<file path="src/rtl/conv_pkg.sv">
// Shared constants, state encoding and taps-clamp helper for the convolution accumulator.
package conv_pkg;

   localparam int PRODUCT_W        = 16;
   localparam int TAPS_W           = 5;
   localparam int ACC_W_DEFAULT    = 20;
   localparam int TAPS_MAX_DEFAULT = 25;

   typedef enum logic [1:0] {
      IDLE  = 2'd0,
      ACCUM = 2'd1,
      HOLD  = 2'd2
   } conv_state_t;

   // Window length 0 means a single tap; anything above the kernel limit is clamped.
   function automatic logic [TAPS_W-1:0] clamp_taps(input logic [TAPS_W-1:0] t,
                                                    input logic [TAPS_W-1:0] tmax);
      if (t == '0)
         return TAPS_W'(1);
      else if (t > tmax)
         return tmax;
      else
         return t;
   endfunction

endpackage

</file>
<file path="src/rtl/conv_acc_adder.sv">
// Accumulate step: acc + zero-extended product with carry-out.
// Optional feature macro: CONV_ACC_SATURATE_EN clamps the result to all-ones on carry.
module conv_acc_adder
   import conv_pkg::*;
#(
   parameter int ACC_W = ACC_W_DEFAULT
) (
   input  logic [ACC_W-1:0]     acc,
   input  logic [PRODUCT_W-1:0] product,
   output logic [ACC_W-1:0]     acc_next,
   output logic                 carry
);

   logic [ACC_W:0] raw;

   assign raw   = {1'b0, acc} + {{(ACC_W + 1 - PRODUCT_W){1'b0}}, product};
   assign carry = raw[ACC_W];

`ifdef CONV_ACC_SATURATE_EN
   // Once clamped, any further non-zero product carries again, so the value stays pinned.
   assign acc_next = raw[ACC_W] ? '1 : raw[ACC_W-1:0];
`else
   assign acc_next = raw[ACC_W-1:0];
`endif

endmodule

</file>
<file path="src/rtl/convolution_accumulator.sv">
// Window accumulator: sums TAPS product beats, then holds the sum until consumed.
// Optional feature macro: CONV_ACC_SATURATE_EN (saturating accumulation in conv_acc_adder).
module convolution_accumulator
   import conv_pkg::*;
#(
   parameter int ACC_W    = ACC_W_DEFAULT,
   parameter int TAPS_MAX = TAPS_MAX_DEFAULT
) (
   input  logic                 clk,
   input  logic                 rst,
   input  logic [TAPS_W-1:0]    taps,
   input  logic                 in_valid,
   output logic                 in_ready,
   input  logic [PRODUCT_W-1:0] product,
   output logic                 out_valid,
   input  logic                 out_ready,
   output logic [ACC_W-1:0]     sum,
   output logic                 ovf
);

   conv_state_t       state;
   logic [ACC_W-1:0]  acc;
   logic [ACC_W-1:0]  acc_next;
   logic              carry;
   logic [TAPS_W-1:0] cnt;
   logic [TAPS_W-1:0] cnt_inc;
   logic [TAPS_W-1:0] taps_lat;
   logic [TAPS_W-1:0] taps_eff;
   logic              ovf_r;
   logic              in_ready_r;
   logic              out_valid_r;
   logic              xfer;

   assign xfer     = in_valid & in_ready_r;
   assign cnt_inc  = cnt + TAPS_W'(1);
   assign taps_eff = clamp_taps(taps, TAPS_W'(TAPS_MAX));

   conv_acc_adder #(
      .ACC_W (ACC_W)
   ) u_adder (
      .acc      (acc),
      .product  (product),
      .acc_next (acc_next),
      .carry    (carry)
   );

   always_ff @(posedge clk) begin
      if (rst) begin
         state       <= IDLE;
         acc         <= '0;
         cnt         <= '0;
         taps_lat    <= '0;
         ovf_r       <= 1'b0;
         in_ready_r  <= 1'b1;
         out_valid_r <= 1'b0;
      end else begin
         case (state)
            IDLE: begin
               if (xfer) begin
                  acc      <= {{(ACC_W - PRODUCT_W){1'b0}}, product};
                  cnt      <= TAPS_W'(1);
                  taps_lat <= taps_eff;
                  ovf_r    <= 1'b0;
                  if (taps_eff == TAPS_W'(1)) begin
                     state       <= HOLD;
                     in_ready_r  <= 1'b0;
                     out_valid_r <= 1'b1;
                  end else begin
                     state <= ACCUM;
                  end
               end
            end
            ACCUM: begin
               if (xfer) begin
                  acc   <= acc_next;
                  cnt   <= cnt_inc;
                  ovf_r <= ovf_r | carry;
                  if (cnt_inc == taps_lat) begin
                     state       <= HOLD;
                     in_ready_r  <= 1'b0;
                     out_valid_r <= 1'b1;
                  end
               end
            end
            HOLD: begin
               if (out_ready) begin
                  state       <= IDLE;
                  in_ready_r  <= 1'b1;
                  out_valid_r <= 1'b0;
               end
            end
            default: begin
               state       <= IDLE;
               in_ready_r  <= 1'b1;
               out_valid_r <= 1'b0;
            end
         endcase
      end
   end

   assign in_ready  = in_ready_r;
   assign out_valid = out_valid_r;
   assign sum       = acc;
   assign ovf       = ovf_r;

endmodule

</file>
<file path="config.mk">
export PLATFORM = sky130hd
export DESIGN_NAME = convolution_accumulator
export DESIGN_NICKNAME = d
export VERILOG_FILES = /design/src/rtl/conv_pkg.sv /design/src/rtl/conv_acc_adder.sv /design/src/rtl/convolution_accumulator.sv
export SDC_FILE = /design/constraint.sdc
export NUM_CORES = 1
export LEC_CHECK = 0
export ABC_AREA = 1
export ABC_CLOCK_PERIOD_IN_PS = 3210
export CAP_MARGIN = 15
export CORE_MARGIN = 1
export CORE_UTILIZATION = 58
export CTS_CLUSTER_SIZE = 20
export DETAILED_ROUTE_END_ITERATION = 10
export HOLD_SLACK_MARGIN = 0.06
export PLACE_DENSITY = 0.95
export SYNTH_ARGS = -nofsm -noshare
export SYNTH_HDL_FRONTEND = slang
export SYNTH_HIERARCHICAL = 1
export SYNTH_SLANG_ARGS = --single-unit
</file>
<file path="constraint.sdc">
create_clock -name clk -period 3.21 [get_ports clk]
set_input_delay 0.963 -clock clk [delete_from_list [all_inputs] [get_ports clk]]
set_output_delay 0.963 -clock clk [all_outputs]
set_load 0.1 [all_outputs]
</file>
## Yosys cells after proc, flatten, opt, wreduce, memory -nomap -nowiden

Cells that the tools add are included.

- Register bits after elaboration: 35
- Output and inout port bits: 23
- Logic and storage cells: 57

- $add $sub $neg: 2
- $lt $le $gt $ge: 1
- Equal/unequal tests: 9
- Muxes and demuxes: 29
- Bitwise operators: 2
- Reductions and logical operators: 7

Operators by type and width:

| operator | number |
|---|---|
| 20-bit two-way mux | 2 |
| 20-bit one-hot mux with 2 select lines | 1 |
| 20-bit by 16-bit adder with 21-bit output | 1 |
| 5-bit two-way mux | 4 |
| 1-bit two-way mux | 12 |
| 2-bit two-way mux | 5 |
| 2-bit inequality test (second input constant) | 5 |
| 5-bit one-hot mux with 2 select lines | 1 |
| 1-bit one-hot mux with 3 select lines | 2 |
| 2-bit one-hot mux with 3 select lines | 1 |
| 5-bit by 1-bit adder with 5-bit output (second input constant) | 1 |
| 5-bit by 1-bit == test with 1-bit output (second input constant) | 1 |
| 5-bit == test | 1 |
| 5-bit > comparator (second input constant) | 1 |
| 5-bit zero test | 1 |
| 5-bit AND reduction | 1 |
| 4-bit AND reduction | 1 |
| 3-bit AND reduction | 1 |
| 2-bit by 1-bit == test with 1-bit output (second input constant) | 1 |
| 2-bit == test (second input constant) | 1 |
| 2-bit zero test | 1 |
| 1-bit one-hot mux with 2 select lines | 1 |
| 2-bit AND reduction | 1 |
| 2-bit nonzero test | 1 |
| 2 further kinds | 2 |

## Logic depth before layout (Yosys ltp)

- Word-level depth: 7
- Gate-level depth with buffers: 15
- Depth with buffers taken out: 15

## By module

Netlist, hierarchy kept.

Modules (own cells, without submodules):

| module | times used | cells each | area an instance (um^2) |
|---|---|---|---|
| convolution_accumulator | 1 | 251 | 1,656.6 |
| conv_acc_adder | 1 | 219 | 1,159.9 |

## Least setup slack after synthesis

OpenSTA, ideal clock, no wires.

- Kind: input to register
- Start point: input product[0]
- End point: register acc[12] (netlist: sum[12])
- Data arrival time: 2.339 ns
- Data required time: 3.100 ns
- Slack: 0.761 ns
- Cell stages on the path: 14
- Path buffers: 0
- Cells stage by stage: ha_1 -> fa_1 -> nand3_1 -> nand3_1 -> nand2_1 -> nand2_2 -> nand2_1 -> nand2_1 -> nand2_1 -> nand2_1 -> nand2_1 -> nand3_1 -> nand2_1 -> inv_1

- Word-level cells in the longest chain between the ends: 3

Ends and longest elaborated chain:

| element | line | RTL |
|---|---|---|
| start: declaration | convolution_accumulator.sv:14 | `input logic [PRODUCT_W-1:0] product,` |
| 20-bit by 16-bit adder with 21-bit output | conv_acc_adder.sv:16 | `assign raw = {1'b0, acc} + {{(ACC_W + 1 - PRODUCT_W){1'b0}}, product};` |
| named net acc_next[12] | convolution_accumulator.sv:23 | `logic [ACC_W-1:0] acc_next;` |
| 20-bit two-way mux | convolution_accumulator.sv:74 | `if (xfer) begin` |
| 20-bit one-hot mux with 2 select lines | convolution_accumulator.sv:57 | `case (state)` |
| end signal: assignment | convolution_accumulator.sv:60 | `acc <= {{(ACC_W - PRODUCT_W){1'b0}}, product};` |
| end signal: assignment | convolution_accumulator.sv:75 | `acc <= acc_next;` |
| end: declaration | convolution_accumulator.sv:22 | `logic [ACC_W-1:0] acc;` |

The timed path passes the listed nets, and every way through them passes these cells. The select of a mux whose other input is x is not followed.
A chain may end at the register's enable or synchronous reset.

## Worst setup path in the final report

Same ends and word-level chain as after synthesis.

==> metrics.md <==
| Metric | Value |
|---|---|
| CTS Hold Bufs | `0` |
| Antenna violations before repair | `0` |
| Post-cts sizing count | `0` |
| Routability congestion estimate | `0.9774` |
| CTS tree | `done` |
| Share of layout cells above drive strength 1 | `between 10% and 20%` |
| Worst min path class | `reg -> reg` |
| R2r worst-path depth | `14` |
| Max-slew headroom | `68.22%` |
| Final period utilization | `89.21%` |
| Most frequent cells after synthesis | `182 x nand2_1, 62 x inv_1, 40 x nand3_1` |
| Post-CTS Setup Inserts | `0` |
| Area delta synth->final | `19.10%` |
| Latest clock arrival within the worst-skew pair | `slightly below 0.3 ns` |
| FILL cells | `between 300 and 400` |
| Routed Antenna Nets | `0` |
| Final Setup Violations | `0` |
| Die height | `between 70 and 80 µm` |
| CTS Buf Count | `5` |
| Yosys top cell area share | `24.88%` |
| Status | `complete, no violations` |
| Worst hold slack | `0.4708 ns` |
| WS Path Type | `in -> reg` |
| FP Rows | `24` |
| Worst setup path startpoint | `product[0]` |
| Initial Util | `~63%` |
| CP Data Arrival Time | `3.06 ns` |
| Slew Viols, Final | `0` |
| Post-Place Cells | `563` |
| # DRC | `0` |
| Vias in the first global route | `2790` |
| CP required | `around 3.4 ns` |
| Die width | `roughly 70 µm` |
| Clk slew on worst S/H paths | `roughly 0.080 ns` |
| R2r endpoint | `sum[12]$_SDFFE_PP0P_` |
| Non-filler cells, final | `~570` |
| Final WS setup | `0.3464 ns` |
| Mapped Nets | `513` |
| Clock skew | `0.003291 ns` |
| Async S/R FF share, synth | `0%` |
| Pleak | `1.786 nW` |
| EDFF count, synth | `0` |
| Post-synth cell types | `31` |
| Dpl ws | `0.1235 ns` |
| Fin util | `between 70% and 80%` |
| Via Count | `3069` |
| GRT Total Usage | `28.62%` |
| Cell accounting for the most synthesized area | `dfxtp_1` |
| Final wirelength | `approximately 7000 µm` |
| Worst setup endpoint | `sum[12]$_SDFFE_PP0P_` |
| Synth Flop Type | `dfxtp_1` |
| Highest Clock Rate | `349.2 MHz` |
| DR vias/cell | `5.375` |
| GR Overflow Total | `0` |
| Max_cap viols | `0` |
| Clock Sinks | `35` |
| Die area | `5139 µm²` |
| Flop2flop setup slack | `1.14 ns` |
| DP HPWL | `around 5200 µm` |
| Port Buffers | `47` |
| H-tree Lvls | `2` |
| Register area share after synthesis | `24.88%` |
| Root Driver | `clkbuf_8` |
| Largest cells by area after synthesis | `dfxtp_1 25%, nand2_1 24%, inv_1 8.3%` |
| Clock buffer depth | `2` |
| Synth Register Bits | `35` |
| Synthesized instance count | `470` |
| Maximum vdd ir drop | `0.4096 mV` |
| Syn avg cell area | `around 6.0 µm²` |
| Final Hold Viols | `0` |
| R2R Path Start | `sum[0]$_SDFFE_PP0P_` |
| I/O Pins | `between 40 and 50` |
| TNS Setup | `0 ns` |
| N_diodes | `0` |
| Cell area after synthesis | `~2800 µm²` |
| Critical path launch point type | `primary input` |
| Initial DRC Count | `226` |
| Final Critical Period | `around 2.9 ns` |
| Crit Path Max Fanout | `4` |
| Core Area | `4504 µm²` |
| CP Capture Type | `register` |
| WL/cell | `12.31 µm` |
| RSZ-0062 raised after global routing | `no` |
| Largest net degree at the start of global routing | `26` |
| Worst-Margin Slew | `0.4762 ns` |
| DRT Pass-1 Iters | `5` |
| PwrDens | `517.6 nW/µm²` |
| Most frequent cell after synthesis | `nand2_1` |
| Synth warnings | `6` |
| Net count, final | `approximately 560` |
| First-pass GRT wire length | `roughly 12000 µm` |
[kinds of logic (layout without fill, tap and decap cells)]
| logic type | after synthesis | after routing | synth area share [%] |
|---|---|---|---|
| AO/OA/AOI/OAI | 43 | 43 | 8.264 |
| XOR/XNOR | 9 | 9 | 2.799 |
| adder cells (fa/ha/maj) | 18 | 18 | 8.263 |
| buffers and inverters | 79 | 128 | 11.02 |
| flip-flops | 35 | 35 | 24.88 |
| AND/OR/NAND/NOR | 286 | 286 | 44.78 |
[power breakdown]
| group | switching [mW] | internal, mW | leakage, nW |
|---|---|---|---|
| logic | 0.622 | 0.252 | 1.46 |
| registers | 0.0418 | 0.483 | 0.286 |
| clock network | 0.186 | 0.151 | 0.0402 |
[sequential cells by signal, summed over array words and instances, names as in the netlist]
register	flops
sum	20
ovf	1
in_ready	1
cnt	5
state	2
taps_lat	5
out_valid	1
[routing by layer]
metal  vias to the layer above  part of all wire, %  track usage [%]
met5                         -                    0                0
met3                        14                  6.9            4.782
met2                       118                   47            48.53
li1                       1562                    -                -
met4                         0                  1.7            9.368
met1                      1375                   45            36.99
[worst min path at each step]
stage / startpoint / end / depth (start not counted)
6_report: out_valid$_SDFFE_PP0P_ / out_valid$_SDFFE_PP0P_ / 2
5_1_grt: out_valid$_SDFFE_PP0P_ / out_valid$_SDFFE_PP0P_ / 2
4_1_cts: out_valid$_SDFFE_PP0P_ / out_valid$_SDFFE_PP0P_ / 2
3_5_place_dp: out_valid$_SDFFE_PP0P_ / out_valid$_SDFFE_PP0P_ / 2
3_3_place_gp: ovf$_SDFFE_PP0P_ / ovf$_SDFFE_PP0P_ / 2
2_1_floorplan: taps_lat[3]$_SDFFE_PP0P_ / taps_lat[3]$_SDFFE_PP0P_ / 2
[area by class of cell]
class	count	area, µm²	share of cell area, %
multi-input combinational	356	1805	53.82
sequential	35	700.7	20.89
timing repair buffer	49	427.9	12.76
inverter	71	266.5	7.945
clock buffer	5	68.82	2.051
tap	52	65.06	1.940
clock inverter	3	20.02	0.5968
[through the flow]
step	power, mW	cell area [µm²]
after CTS	1.735	3354
final	1.736	3354
after floorplan	1.207	2816
after global routing	1.843	3354
after global placement	1.373	3266
after detailed placement	1.394	3266
[worst max-delay path, stage by stage]
cell             delay [ns]
clkdlybuf4s50_1        0.43
ha_1                   0.26
fa_1                   0.47
nand3_1                0.13
nand3_1                0.12
nand2_1                0.11
nand2_2                0.08
nand2_1                0.10
nand2_1                0.05
nand2_1                0.05
nand2_1                0.04
nand2_1                0.06
nand3_1                0.07
nand2_1                0.06
inv_1                  0.04
[placed cells by master (no fill, tap or decap), types with 3 or more instances in the layout]
cell type / count
clkbuf_8: 5
nor2_2: 7
nand4_1: 4
nand2_1: 182
buf_4: 25
ha_1: 17
xor2_1: 8
dfxtp_1: 35
a21oi_1: 27
nor2_1: 23
nand3b_1: 3
inv_1: 62
inv_2: 9
nand2_2: 15
nand3_1: 40
nand3_2: 7
o21ai_0: 10
clkdlybuf4s50_1: 24
Note: power is estimated with default switching activity, not from simulation.
